[src/rtl/ifu_pkg.sv]
// rtl/ifu_pkg.sv - shared constants and types for the instruction fetch unit
package ifu_pkg;

  localparam logic [31:0] RESET_PC_DEFAULT = 32'h0000_3000;
  localparam int          PC_STEP          = 4;
  localparam int          FE_ADDR_W        = 32;
  localparam int          FE_INSTR_W       = 32;

  typedef struct packed {
    logic [FE_ADDR_W-1:0]  pc;
    logic [FE_INSTR_W-1:0] instr;
  } fetch_entry_t;

  typedef enum logic [1:0] {
    SEL_SEQ,
    SEL_BR,
    SEL_J,
    SEL_JR
  } redir_sel_e;

endpackage

[src/rtl/ifu_fetch_fifo.sv]
// rtl/ifu_fetch_fifo.sv - DEPTH-entry prefetch FIFO with push/pop/flush and occupancy count
module ifu_fetch_fifo
  import ifu_pkg::*;
#(
  parameter int DEPTH  = 4,
  parameter int DATA_W = 64
) (
  input  logic                     clk,
  input  logic                     reset,
  input  logic                     push_i,
  input  logic                     pop_i,
  input  logic                     flush_i,
  input  logic [DATA_W-1:0]        wdata_i,
  output logic [DATA_W-1:0]        rdata_o,
  output logic                     empty_o,
  output logic [$clog2(DEPTH):0]   count_o
);

  localparam int PW = $clog2(DEPTH);
  localparam int CW = PW + 1;

  logic [DATA_W-1:0] mem_q [DEPTH];
  logic [PW-1:0]     wr_ptr_q, wr_ptr_d;
  logic [PW-1:0]     rd_ptr_q, rd_ptr_d;
  logic [CW-1:0]     count_q, count_d;

  always_comb begin
    wr_ptr_d = wr_ptr_q;
    rd_ptr_d = rd_ptr_q;
    count_d  = count_q;
    if (flush_i) begin
      wr_ptr_d = '0;
      rd_ptr_d = '0;
      count_d  = '0;
    end else begin
      if (push_i) wr_ptr_d = wr_ptr_q + PW'(1);
      if (pop_i)  rd_ptr_d = rd_ptr_q + PW'(1);
      case ({push_i, pop_i})
        2'b10:   count_d = count_q + CW'(1);
        2'b01:   count_d = count_q - CW'(1);
        default: count_d = count_q;
      endcase
    end
  end

  always_ff @(posedge clk or posedge reset) begin
    if (reset) begin
      wr_ptr_q <= '0;
      rd_ptr_q <= '0;
      count_q  <= '0;
    end else begin
      wr_ptr_q <= wr_ptr_d;
      rd_ptr_q <= rd_ptr_d;
      count_q  <= count_d;
    end
  end

  // Storage needs no reset: the head is masked by the count whenever it is stale.
  always_ff @(posedge clk) begin
    if (push_i && !flush_i) mem_q[wr_ptr_q] <= wdata_i;
  end

  assign rdata_o = mem_q[rd_ptr_q];
  assign empty_o = (count_q == '0);
  assign count_o = count_q;

endmodule

[src/rtl/ifu_prefetch_queue.sv]
// rtl/ifu_prefetch_queue.sv - fetch unit: PC register, redirect mux and prefetch queue toward decode
module ifu_prefetch_queue
  import ifu_pkg::*;
#(
  parameter int               ADDR_W   = 32,
  parameter int               INSTR_W  = 32,
  parameter int               DEPTH    = 4,
  parameter logic [ADDR_W-1:0] RESET_PC = ADDR_W'(RESET_PC_DEFAULT)
) (
  input  logic                     clk,
  input  logic                     reset,
  output logic [ADDR_W-1:0]        imem_addr,
  input  logic [INSTR_W-1:0]       imem_rdata,
  input  logic                     redir_jr,
  input  logic [ADDR_W-1:0]        jr_target,
  input  logic                     redir_jump,
  input  logic [ADDR_W-1:0]        jump_target,
  input  logic                     redir_branch,
  input  logic [ADDR_W-1:0]        branch_target,
  output logic                     dec_valid,
  input  logic                     dec_ready,
  output logic [ADDR_W-1:0]        dec_pc,
  output logic [INSTR_W-1:0]       dec_instr,
  output logic [$clog2(DEPTH):0]   q_count
);

  localparam int            CW       = $clog2(DEPTH) + 1;
  localparam int            DW       = ADDR_W + INSTR_W;
  localparam logic [CW-1:0] FULL_CNT = CW'(DEPTH);

  logic [ADDR_W-1:0] pc_q, pc_d;
  logic [ADDR_W-1:0] target;
  redir_sel_e        sel;
  logic              redirect, push, pop, empty;
  logic [DW-1:0]     head;

  always_comb begin
    sel = SEL_SEQ;
    if (redir_jr)          sel = SEL_JR;
    else if (redir_jump)   sel = SEL_J;
    else if (redir_branch) sel = SEL_BR;
  end

  always_comb begin
    target = '0;
    case (sel)
      SEL_JR:  target = jr_target;
      SEL_J:   target = jump_target;
      SEL_BR:  target = branch_target;
      default: target = '0;
    endcase
  end

  assign redirect = (sel != SEL_SEQ);
  assign pop      = dec_valid & dec_ready;
  // A full queue still accepts a fetch when the head leaves in the same cycle.
  assign push     = ~redirect & ((q_count < FULL_CNT) | pop);

  always_comb begin
    pc_d = pc_q;
    if (redirect)  pc_d = {target[ADDR_W-1:2], 2'b00};
    else if (push) pc_d = pc_q + ADDR_W'(PC_STEP);
  end

  always_ff @(posedge clk or posedge reset) begin
    if (reset) pc_q <= RESET_PC;
    else       pc_q <= pc_d;
  end

  ifu_fetch_fifo #(
    .DEPTH  (DEPTH),
    .DATA_W (DW)
  ) u_fifo (
    .clk     (clk),
    .reset   (reset),
    .push_i  (push),
    .pop_i   (pop),
    .flush_i (redirect),
    .wdata_i ({pc_q, imem_rdata}),
    .rdata_o (head),
    .empty_o (empty),
    .count_o (q_count)
  );

  assign imem_addr = pc_q;
  assign dec_valid = ~empty;
  assign dec_pc    = dec_valid ? head[DW-1:INSTR_W] : '0;
  assign dec_instr = dec_valid ? head[INSTR_W-1:0]  : '0;

endmodule

[config.mk]
export PLATFORM = sky130hd
export DESIGN_NAME = ifu_prefetch_queue
export DESIGN_NICKNAME = d
export VERILOG_FILES = /design/src/rtl/ifu_pkg.sv /design/src/rtl/ifu_fetch_fifo.sv /design/src/rtl/ifu_prefetch_queue.sv
export SDC_FILE = /design/constraint.sdc
export NUM_CORES = 1
export LEC_CHECK = 0
export BUFFER_PORTS_ARGS = -buffer_cell sky130_fd_sc_hd__buf_2
export CAP_MARGIN = 5
export CORE_MARGIN = 1.5
export CORE_UTILIZATION = 45
export CTS_CLUSTER_DIAMETER = 150
export DETAILED_ROUTE_END_ITERATION = 12
export HOLD_SLACK_MARGIN = 0.06
export MAX_ROUTING_LAYER = met4
export PLACE_DENSITY_LB_ADDON = 0.15
export SYNTH_ARGS = -nofsm -noshare
export SYNTH_HDL_FRONTEND = slang
export SYNTH_SLANG_ARGS = --single-unit
export TNS_END_PERCENT = 5
[constraint.sdc]
create_clock -name clk -period 3.5 [get_ports clk]
set_clock_uncertainty 0.1 [all_clocks]
set_input_delay 0 -clock clk [delete_from_list [all_inputs] [get_ports clk]]
set_output_delay 0 -clock clk [all_outputs]
set_load 0.005 [all_outputs]
**After elaboration in Yosys (flattened, before gate mapping)**

Memories as Yosys holds them, arrays and structs flattened.
Index checks and enable logic that the tools add are counted.

- $add $sub $neg: 5
- $lt $le $gt $ge: 1
- Equality and inequality tests: 5
- Multiplexer cells: 16
- Bitwise logic cells: 5
- Reduce and logical (&&, ||, !) cells: 7

Operators by type and width:

| kind | count |
|---|---|
| 32-bit 2-to-1 mux | 4 |
| 32-bit one-hot mux with 3 select lines | 1 |
| 32-bit by 3-bit adder with 32-bit output (second input constant) | 1 |
| 2-bit 2-to-1 mux | 6 |
| 2-bit equality test (second input constant) | 3 |
| 3-bit one-hot mux with 2 select lines | 1 |
| 2-bit nonzero test | 3 |
| 2-bit by 1-bit adder with 2-bit output (second input constant) | 2 |
| 2-bit by 1-bit equality test with 1-bit output (second input constant) | 2 |
| 3-bit by 1-bit adder with 3-bit output (second input constant) | 1 |
| 3-bit logical NOT | 1 |
| 3-bit less-than comparator (second input constant) | 1 |
| 1-bit 2-to-1 mux | 3 |
| 3-bit 2-to-1 mux | 1 |
| 3-bit nonzero test | 1 |
| 3-bit by 1-bit subtractor with 3-bit output (second input constant) | 1 |
| 1-bit AND | 2 |
| 1-bit inverter | 2 |
| 1-bit logical AND | 1 |
| 1-bit logical NOT | 1 |
| 1-bit OR | 1 |

- Bits in registers: 39
- Memory bits (writable): 256
- Input port bits: 134
- Output and inout bits: 100
- Word-level logic and storage cells: 44
- Memories: 1

Memory list:

| name | depth | width | rd ports | clocked after memory_dff | wr ports | RTL line | text |
|---|---|---|---|---|---|---|---|
| u_fifo.mem_q | 4 | 64 | 1 | 0 | 1 | ifu_fetch_fifo.sv:22 | `logic [DATA_W-1:0] mem_q [DEPTH];` |

**Longest topological paths before layout**

Gate-level depths: netlist (run 1).

- Word-level depth: 9
- Gate-level depth with buffers: 8
- Depth with buffers taken out: 7

**Modules after synthesis**

Synthesis (run 1) repeated with hierarchy kept, for this count alone.

- Cells, all modules: 805
- Area, all modules: 12753.5 sq um

Modules (own cells, without submodules):

| module | times used | cells each | area each (sq um) | seq. area each (sq um) |
|---|---|---|---|---|
| ifu_fetch_fifo | 1 | 377 | 9665.5 | 7862.5 |
| ifu_prefetch_queue | 1 | 428 | 3088.0 | 753.2 |

**Least setup slack after synthesis (run 1)**

No wires, ideal clock.

- Path type: input port to flip-flop
- Start point: input redir_jump
- End point: memory u_fifo.mem_q[0][0] (enable)
- Setup time: 427 ps
- Arrival: 2547 ps
- Required time: 2973 ps
- Setup slack: 426 ps
- Stages on the path: 5
- Path buffers: 3
- Cell sequence: clkbuf_1 nor3_1 clkbuf_1 clkbuf_1 and3_1

- Cells in the longest elaborated chain, start to end: 8
- Elaborated cells on any way between the ends: 9
- Classes of those cells: 4 x mux; 2 x bitwise; 3 x reduce/logical

RTL lines:

| element | RTL line | text |
|---|---|---|
| start, declared | ifu_prefetch_queue.sv:16 | `input logic redir_jump,` |
| 2-bit 2-to-1 mux (*) | ifu_prefetch_queue.sv:40 | `else if (redir_jump) sel = SEL_J;` |
| 2-bit 2-to-1 mux (*) | ifu_prefetch_queue.sv:39 | `if (redir_jr) sel = SEL_JR;` |
| 2-bit nonzero test (*) | ifu_prefetch_queue.sv:54 | `assign redirect = (sel != SEL_SEQ);` |
| 1-bit inverter | ifu_prefetch_queue.sv:57 | `assign push = ~redirect & ((q_count < FULL_CNT) \| pop);` |
| 1-bit AND | ifu_prefetch_queue.sv:57 |  |
| 1-bit logical AND (*) | ifu_fetch_fifo.sv:60 | `if (push_i && !flush_i) mem_q[wr_ptr_q] <= wdata_i;` |
| 1-bit 2-to-1 mux (*) | ifu_fetch_fifo.sv:60 |  |
| 1-bit 2-to-1 mux (implied by the code) (*) | ifu_fetch_fifo.sv:60 |  |
| end, declared | ifu_fetch_fifo.sv:22 |  |

Every way passes the cells marked *; elsewhere a longest branch is shown, timed or not.

**Worst setup path in the final report (run 1)**

- Start point: register u_fifo.count_q[2] (netlist: u_fifo.count_o[2])
- End point: register pc_q[21] (netlist: imem_addr[21])

- Cells in the longest elaborated chain, start to end: 6
- Elaborated cells on any way between the ends: 7
- Classes of those cells: 1 x order compare; 4 x bitwise; 2 x reduce/logical

RTL lines:

| element | RTL line | text |
|---|---|---|
| start, declared | ifu_fetch_fifo.sv:25 | `logic [CW-1:0] count_q, count_d;` |
| start signal, assigned | ifu_fetch_fifo.sv:54 | `count_q <= count_d;` |
| branches (longest 3 deep; another with 3-bit less-than comparator) | - |  |
| 1-bit OR (*) | ifu_prefetch_queue.sv:57 |  |
| 1-bit AND (*) | ifu_prefetch_queue.sv:57 |  |
| 2-bit nonzero test (no line) (*) | - |  |
| end signal, assigned | ifu_prefetch_queue.sv:67 | `else pc_q <= pc_d;` |
| end, declared | ifu_prefetch_queue.sv:31 | `logic [ADDR_W-1:0] pc_q, pc_d;` |

Mark *: on every way between the ends.
A chain may end at the register's enable or synchronous reset.

==> results of run 1 <==
## report_power, final
group / switching, mW / internal [mW] / leakage (nW) / total (mW)
clock network: 1.23 / 1.91 / 0.475 / 3.15
registers: 0.117 / 3.80 / 2.69 / 3.91
logic: 0.279 / 0.320 / 2.70 / 0.598
total: 1.63 / 6.03 / 5.86 / 7.66
## repair_timing
action	in CTS	in global routing
hold endpoints to repair	202	0
hold buffers	110	0
gates resized for setup	0	0
## flip-flops by register name, indices dropped and copies added, names as in the netlist
signal and flops:
imem_addr 30, u_fifo.count_o 3, u_fifo.mem_q 248, u_fifo.wr_ptr_q 2
u_fifo.rd_ptr_q 2
## cells in the final DEF (no fill, tap or decap), types with 12 or more instances in the layout
master / count
nand2_1: 41
a21oi_1: 34
nor3b_1: 26
and2_1: 64
clkbuf_1: 12
nor2_1: 15
nand3_1: 17
nor3_1: 19
nor2b_1: 28
buf_2: 223
buf_4: 12
clkbuf_16: 31
dfrtp_1: 33
edfxtp_1: 248
o31ai_1: 13
dlygate4sd3_1: 110
nand4_1: 14
mux4_2: 62
## layer usage
| layer | part of all wire | vias to the layer above |
|---|---|---|
| li1 | - | 3775 |
| met4 | 0.016 | 0 |
| met2 | 0.49 | 292 |
| met3 | 0.062 | 42 |
| met1 | 0.43 | 4055 |
| met5 | 0 | - |
## area by class of cell
cell class,instances,area (um^2)
fill,2175,11000
sequential,285,8380
multi-input combinational,450,3810
timing repair buffer,350,2410
clock buffer,43,821
tap,341,427
clock inverter,14,161
inverter,8,30.0
## worst min-delay path by stage
stage / start / endpoint / cells after the start
3_3_place_gp: reset / u_fifo.count_o[1] / 3
2_1_floorplan: imem_rdata[0] / u_fifo.mem_q[0][0] / 0
4_1_cts: imem_rdata[25] / u_fifo.mem_q[0][25] / 2
6_report: imem_rdata[4] / u_fifo.mem_q[1][4] / 2
3_5_place_dp: reset / u_fifo.count_o[1] / 3
5_1_grt: imem_rdata[25] / u_fifo.mem_q[3][25] / 2
## cells by family after synthesis
family / after synthesis / share of synthesized area
buffers and inverters: 65 / 0.0224
AOI/OAI and AO/OA: 94 / 0.0489
other: 1 / 0.000302
adders and majority gates: 6 / 0.00604
muxes: 62 / 0.112
DFF: 285 / 0.674
xor gates and xnor gates: 11 / 0.00775
and+or+nand+nor: 273 / 0.128
==> impl_metrics.yaml, run 1 <==
placement:
  globalplace.congestion: 0.816
  place_area_um2: 14000
  pre_cts_slack_ns: 1.06
  port_buffers: 223
  hpwlAfterDp_mm: 18.6
  placed_cells: 1324
timing:
  hold_viol: 0
  finalSetupViolations: 0
  worst_slew_pin_slew_ns: 0.966
  max_freq_mhz: 339
  timing.hold.ws_ns: 0.123
  final.period_utilization: 0.843
  min_period_ns: 2.95
  slew_violations: 0
  finalSetupTns_ns: 0
  worst_slack_ns: 0.550
  rsz0062_at_grt: "false"
  slew_headroom: 0.356
global_route:
  use_met3: 0.0382
  grt_util_met1: 0.277
  grt_overflow: 0
  grt_busiest_layer: "met2"
  grt_pass1_vias: 8224
  met2_usage: 0.360
  grt_max_degree: 65
  track_usage: 0.215
  antenna_found_initial: 0
  grt_pass1_wl_mm: 45.7
pwr:
  leakage_nw: 5.86
  ir_worst_vdd_mv: 0.295
  power_mw: 7.66
  power_density_nw_per_um2: 478
worst_setup_path:
  start_kind: "flop"
  crit_required_ns: 3.87
  crit_arrival_ns: 3.32
  cp_cell_sequence: "nand2b_1 -> nand4_1 -> or4_1 -> a31oi_1 -> dlygate4sd3_1"
  critical-path-slowest-cell: "or4_1"
  r2r_cells: 5
  crit-reg2reg-capture: "imem_addr[21]"
  cpLargestDelayFamily: "simple AND/OR/NAND/NOR gates"
  cp.depth: 5
  cpPeakStageDelay_ns: 0.59
  r2r_slack_ns: 0.55
  rr_startpoint: "u_fifo.count_o[2]"
  end_kind: "flop"
  cp.buffers_inverters: 1
  setup.worst_path.end: "imem_addr[21]"
  crit_fanout: 17
  worst-setup-path-type: "reg -> reg"
  critPathLaunch: "u_fifo.count_o[2]"
cts:
  clkSinkCount: 285
  clkLatencyLatePin_ns: 0.54
  cts_tree: "done"
  clockBufferDepth: 3
  clk_pin_slew_ns: 0.06
  cts-root-buf: "clkbuf_16"
  htreeDepth: 1
  post_cts_buffers: 0
  cts_made_buffers: 31
layout:
  final_util: 0.593
  syn_to_final_growth_pct: 29.1
  stdcell_area_um2: 16000
  fin_cells: 1491
  drive_gt1_frac: 0.310
  fin_nets: 1266
  diodes: 0
detailed_routing:
  vias_per_cell: 5.48
  antenna_left: 0
  dr.pass1.iters: 5
  drt-initial-drc-count: 537
  drc_errors: 0
  wl_per_cell_um: 19.8
  vias: 8164
  drt_wl_total_mm: 29.6
synth:
  ys_seq_area_frac: 0.674
  synth_commonest_cells: "edfxtp_1, and2_1, mux4_2"
  synth_edf_count: 248
  ys.flop_type: "edfxtp_1"
  yosysTopAreaCell: "edfxtp_1"
  synth.avg_cell_area_um2: 15.6
  yosysMostFrequentCell: "edfxtp_1"
  yosysTopAreaCellShare: 0.599
  ys_ff_latch: 285
  syn_area_um2: 12400
  postSynth.asyncResetShare: 0.130
  synth_cells: 797
  synth_cell_types: 53
  synth_area_leaders: "edfxtp_1, mux4_2, dfrtp_1"
  ys_warn_count: 0
hold_path:
  hold_class: "in -> reg"
floorplan:
  initial_core_util: 0.460
  die_h_um: 169
  rows: 60
  io_pins: 234
  coreArea_um2: 27000
  dieArea_um2: 28600
  die_x_um: 169
run_status:
  status: "complete, no violations"
run:
  cap_violations: 0
No activity file was read; power rests on OpenSTA's default activity.
==> run 2: changes to the inputs <==
ABC_AREA = 1   (was default)
clock period = 2.66 ns   (was 3.5 ns; I/O delays follow)
==> run 2 against run 1 <==
Effect of this change:
- register-to-register slack worse by 0.45 ns
- largest cell class unchanged
- worst hold slack lost 0.052 ns
- routed wire length up 15%
- critical endpoint is now imem_addr[12]
- via count up 24%
==> impl_metrics.yaml, run 2 <==
run_status:
  status: "complete, no violations"
detailed_routing:
  drt_wl_total_mm: 33.8
  wl_per_cell_um: 17.1
  dr.pass1.iters: 5
  drt-initial-drc-count: 924
  antenna_left: 0
  vias: 10100
  drc_errors: 0
  vias_per_cell: 5.11
hold_path:
  min_path_cells: 7
  whs_endpoint: "imem_addr[3]"
  worstHoldStart: "redir_jr"
  hold_class: "in -> reg"
placement:
  port_buffers: 223
  placed_cells: 1820
  hpwlAfterDp_mm: 21.2
  globalplace.congestion: 0.917
synth:
  synth_compound_area_frac: 0.107
  synth_top_family_by_area: "simple AND/OR/NAND/NOR gates"
  synth_commonest_cells: "nor2_1, edfxtp_1, nand2_1"
  synth_xor_area_frac: 0.00207
  synthMuxAreaShare: 0
  ys_warn_count: 0
  synth-simple-area-share: 0.185
  synth_cells: 1248
  synth_cell_types: 38
  synth_area_leaders: "edfxtp_1, nor2_1, dfrtp_1"
  ys_seq_area_frac: 0.661
  synth.avg_cell_area_um2: 10.2
  synth_edf_count: 248
  ys_ff_latch: 285
  postSynth.asyncResetShare: 0.130
  ys.flop_type: "edfxtp_1"
  synth_fa_ha_area_frac: 0.00592
  yosysTopAreaCellShare: 0.587
  yosysMostFrequentCell: "nor2_1"
  syn_area_um2: 12700
  yosysTopAreaCell: "edfxtp_1"
cts:
  cts_made_buffers: 29
  cts-root-buf: "clkbuf_16"
  clkLatencyLatePin_ns: 0.54
  clockBufferDepth: 3
  htreeDepth: 1
  clk_pin_slew_ns: 0.06
  cts_tree: "done"
  clkSinkCount: 285
worst_setup_path:
  crit_arrival_ns: 2.96
  cpPeakStageDelay_ns: 0.58
  rr_startpoint: "u_fifo.count_o[2]"
  crit_required_ns: 3.04
  crit_fanout: 18
  worst-setup-path-type: "in -> reg"
  r2r_cells: 9
  end_kind: "flop"
  critical-path-slowest-cell: "dlygate4sd3_1"
  worst_path_most_repeated_cell: "dlygate4sd3_1"
  r2r_slack_ns: 0.10
  start_kind: "input pin"
  crit-reg2reg-capture: "imem_addr[11]"
  cp_cell_sequence: "buf_2 -> nor2_2 -> nand2_4 -> dlygate4sd3_1 -> inv_2 -> buf_4 -> a21oi_1 -> nand3_1 -> dlygate4sd3_1 -> nand2_1 -> nor2_1 -> dlygate4sd3_1"
layout:
  regMostFlops: "u_fifo.mem_q"
  largest_register_ffs: 248
  final_util: 0.594
  final_cell_mix: "nor2_1, edfxtp_1, buf_2"
  n_fill_cell: 2315
  drive_gt1_frac: 0.208
  final_common_cell: "nor2_1"
  diodes: 0
  syn_to_final_growth_pct: 30.1
  fin_nets: 1724
  seqCellArea_um2: 8380
  fin_cells: 1984
  multi_input_area_um2: 3850
floorplan:
  coreArea_um2: 27800
  die_h_um: 171
  initial_core_util: 0.456
  io_pins: 234
  die_x_um: 171
  rows: 61
  dieArea_um2: 29200
timing:
  slew_violations: 0
  worst_slew_pin_slew_ns: 0.981
  min_period_ns: 2.58
  final.period_utilization: 0.970
  max_freq_mhz: 388
  rsz0062_at_grt: "true"
  hold_viol: 0
  slew_headroom: 0.345
  finalSetupViolations: 0
pwr:
  combinationalPowerShare: 0.081
  sw_frac_of_total: 0.220
  leakage_nw: 6.54
  clock_power_share: 0.396
  internal-power_mw: 7.69
  p_sw_mw: 2.16
  ir_worst_vdd_mv: 0.612
  p_seq_frac: 0.523
  power_density_nw_per_um2: 597
global_route:
  grt_pass1_wl_mm: 52.3
  grt_pass1_vias: 9861
  grt_max_degree: 126
  grt_overflow: 0
  track_usage: 0.240
  antenna_found_initial: 0
run:
  cap_violations: 0
[run 2: worst max-delay path by stage]
stage	end	cells after the start	slack, ns	startpoint
detailed placement	u_fifo.mem_q[1][10]	6	0.47	u_fifo.count_o[2]
finish	imem_addr[12]	12	0.08	redir_jump
CTS	imem_addr[6]	6	0.06	imem_addr[2]
global placement	u_fifo.mem_q[3][18]	6	0.52	u_fifo.count_o[2]
floorplan	u_fifo.mem_q[0][0]	5	-0.46	u_fifo.count_o[2]
global route	imem_addr[12]	12	-0.04	redir_jump
[run 2: repair_timing]
| action | in CTS | in global routing |
|---|---|---|
| gates resized for setup | 0 | 3 |
| hold endpoints to repair | 184 | 0 |
| setup buffers | 0 | 2 |
| hold buffers | 109 | 0 |
| endpoints found under the setup margin | 0 | 5 |
[run 2: worst max-delay path, delay by kind of cell]
family | cells | cell delay (ns)
simple gates | 5 | 0.49
buf+inv | 6 | 2.38
compound gates | 1 | 0.07
[run 2: final cells by class]
class / count / share of cell area
Clock inverter: 5 / 0.00288
Tap cell: 378 / 0.0287
Multi-Input combinational cell: 852 / 0.233
Timing Repair Buffer: 369 / 0.164
Clock buffer: 48 / 0.0527
Sequential cell: 285 / 0.508
Inverter: 47 / 0.0108
[run 2: routing by layer]
layer / wire length [um] / global-route usage
met5: 0 / -
met1: 14200 / 0.294
met3: 1720 / 0.0275
met2: 17200 / 0.422
met4: 720 / 0.0671
[run 2: stage by stage]
stage / setup slack [ns] / hold WS [ns] / power, mW / setup TNS [ns] / area, um^2
after floorplan: -0.456 / -0.00113 / 5.49 / -113.04 / 12700
after global placement: 0.521 / 0.114 / 5.87 / 0 / 14500
after detailed placement: 0.471 / 0.115 / 5.88 / 0 / 14500
after CTS: 0.0578 / 0.0682 / 9.93 / 0 / 16500
after global routing: -0.0410 / 0.104 / 10.2 / -0.0793 / 16500
final: 0.0801 / 0.0716 / 9.86 / 0 / 16500
[run 2: cells by family (layout without fill, tap and decap cells)]
kind of cell	after synthesis	count (layout)
and+or+nand+nor	580	580
DFF	285	285
AOI/OAI and AO/OA	259	259
buffers and inverters	114	469
adders and majority gates	6	6
xor gates and xnor gates	3	3
other	1	4
[run 2: power groups by stage]
stage / clock network, mW / logic, mW / registers [mW]
5_1_grt: 4.13 / 0.889 / 5.17
2_1_floorplan: 0 / 0.311 / 5.18
3_3_place_gp: 0 / 0.628 / 5.24
6_report: 3.90 / 0.799 / 5.16
4_1_cts: 3.98 / 0.796 / 5.15
3_5_place_dp: 0 / 0.635 / 5.25
==> run 3: changes to the inputs <==
CORE_ASPECT_RATIO = 0.6   (was default)
==> run 3 against run 2 <==
Effect of this change:
- routed wire length grew 3.5%
- power shrank 3.2%
- die area grew 0.11%
- first-iteration DRC count shrank 15%
- non-clock buffer count shrank 13
- via count shrank 0.22%
- combinational power shrank 1%
- critical path type is now reg -> out
- largest cell class unchanged
- highest routed layer unchanged
- clock power shrank 8.2%
- sequential power is essentially flat
- cell count shrank 1.4%
- utilization shrank 0.68 points
==> impl_metrics.yaml, run 3 (same netlist as run 2, synthesis figures left out) <==
cts:
  post_cts_buffers: 0
  clkSinkCount: 285
  clk_pin_slew_ns: 0.06
  htreeDepth: 1
  cts-root-buf: "clkbuf_16"
  clkLatencyLatePin_ns: 0.55
  cts_made_buffers: 27
  cts_tree: "done"
  clockBufferDepth: 3
timing:
  min_period_ns: 2.54
  finalSetupViolations: 0
  slew_headroom: 0.642
  worst_slack_ns: 0.122
  finalSetupTns_ns: 0
  slew_violations: 0
  final.period_utilization: 0.954
  rsz0062_at_grt: "true"
  worst_slew_pin_slew_ns: 0.537
  max_freq_mhz: 394
  hold_viol: 0
floorplan:
  initial_core_util: 0.459
  rows: 47
  die_x_um: 220
  coreArea_um2: 27600
  die_h_um: 133
  io_pins: 234
  dieArea_um2: 29200
global_route:
  grt_max_degree: 107
  antenna_found_initial: 1
  track_usage: 0.250
  grt_pass1_wl_mm: 54.4
  grt_overflow: 0
  grt_pass1_vias: 9723
worst_setup_path:
  start_kind: "flop"
  worst-setup-path-type: "reg -> out"
  crit_required_ns: 2.56
  crit_fanout: 106
  crit_arrival_ns: 2.44
  end_kind: "output pin"
pwr:
  clock_power_share: 0.375
  internal-power_mw: 7.33
  p_seq_frac: 0.542
  combinationalPowerShare: 0.083
  p_sw_mw: 2.21
  leakage_nw: 6.41
  sw_frac_of_total: 0.232
  ir_worst_vdd_mv: 0.410
  power_density_nw_per_um2: 588
layout:
  final_cell_mix: "nor2_1, edfxtp_1, buf_2"
  stdcell_area_um2: 16200
  regMostFlops: "u_fifo.mem_q"
  fin_cells: 1957
  final_common_cell: "nor2_1"
  syn_to_final_growth_pct: 28.0
  drive_gt1_frac: 0.203
  fin_nets: 1709
  largest_register_ffs: 248
hold_path:
  hold_class: "in -> reg"
detailed_routing:
  drc_errors: 0
  vias_per_cell: 5.17
  vias: 10100
  antenna_left: 0
  wl_per_cell_um: 17.9
  drt-initial-drc-count: 787
  dr.pass1.iters: 6
  drt_wl_total_mm: 35.0
run:
  cap_violations: 0
placement:
  globalplace.congestion: 0.949
  placed_cells: 1801
  hpwlAfterDp_mm: 21.6
  place_area_um2: 14300
  port_buffers: 223
  pre_cts_slack_ns: 0.576
run_status:
  status: "complete, no violations"
-- run 3: cell types whose count changed in the layout (fill, tap and decap cells not counted), moves of 2 or more --
cell	before	now
clkinv_1	2	8
clkbuf_8	3	0
clkinv_2	3	5
a21oi_2	0	2
buf_12	17	11
a21oi_1	97	95
clkbuf_1	14	5
dfrtp_1	31	33
dlygate4sd3_1	109	106
dfrtp_2	3	1
buf_4	20	15
clkinv_4	0	2
clkbuf_16	31	27
-- run 3: critical path, cell delays in order (launching register included) --
cell     delay [ns]
dfrtp_4        0.62
buf_16         0.40
nor2_1         0.10
nor2_1         0.08
o21ai_0        0.08
a21oi_1        0.36
buf_2          0.20
-- run 3: final timing paths --
check | startpoint | endpoint | slack (ns) | cells past startpoint
worst max-delay path | u_fifo.rd_ptr_q[0] | dec_pc[9] | 0.12 | 6
worst min-delay path | imem_rdata[20] | u_fifo.mem_q[2][20] | 0.11 | 2
worst max register to register | imem_addr[2] | imem_addr[10] | 0.16 | 10
worst min register to register | u_fifo.count_o[2] | u_fifo.count_o[2] | 0.43 | 2
max in group asynchronous | reset | u_fifo.rd_ptr_q[0] | 1.43 | 5
min in group asynchronous | reset | imem_addr[9] | 0.63 | 5
-- run 3: repair_timing --
item | in CTS | in global routing
hold buffers | 106 | 0
setup endpoints to repair | 2 | 5
hold endpoints to repair | 201 | 0
gates resized for setup | 1 | 4
-- run 3: power by group through the flow --
stage	combinational, mW	sequential (mW)	clock (mW)
2_1_floorplan	0.311	5.18	0
3_3_place_gp	0.622	5.26	0
3_5_place_dp	0.627	5.26	0
4_1_cts	0.781	5.17	3.66
5_1_grt	0.873	5.18	3.83
6_report	0.788	5.17	3.58
-- run 3: metrics by stage --
stage	hold slack [ns]	utilization	total power, mW
floorplan	-0.00113	-	5.49
global placement	0.0568	0.519	5.88
detailed placement	0.0578	0.519	5.89
CTS	0.0843	0.586	9.61
global route	0.103	0.587	9.89
finish	0.106	0.587	9.54
-- run 3: layout make-up --
| cell class | count | area (um^2) |
|---|---|---|
| well taps | 367 | 459 |
| inverters | 47 | 181 |
| flip-flops and latches | 285 | 8380 |
| repair buffers | 356 | 2540 |
| multi-input cells | 852 | 3860 |
| clock inverters | 17 | 110 |
| fillers | 2412 | 11400 |
| diodes | 1 | 2.50 |
| clock buffers | 32 | 694 |
-- run 3: layer usage --
| layer | GRT usage | part of all wire | vias up |
|---|---|---|---|
| met5 | - | 0 | - |
| met4 | 0.0480 | 0.018 | 0 |
| met3 | 0.0487 | 0.063 | 47 |
| met2 | 0.358 | 0.43 | 301 |
| met1 | 0.372 | 0.49 | 4834 |
| li1 | - | - | 4929 |
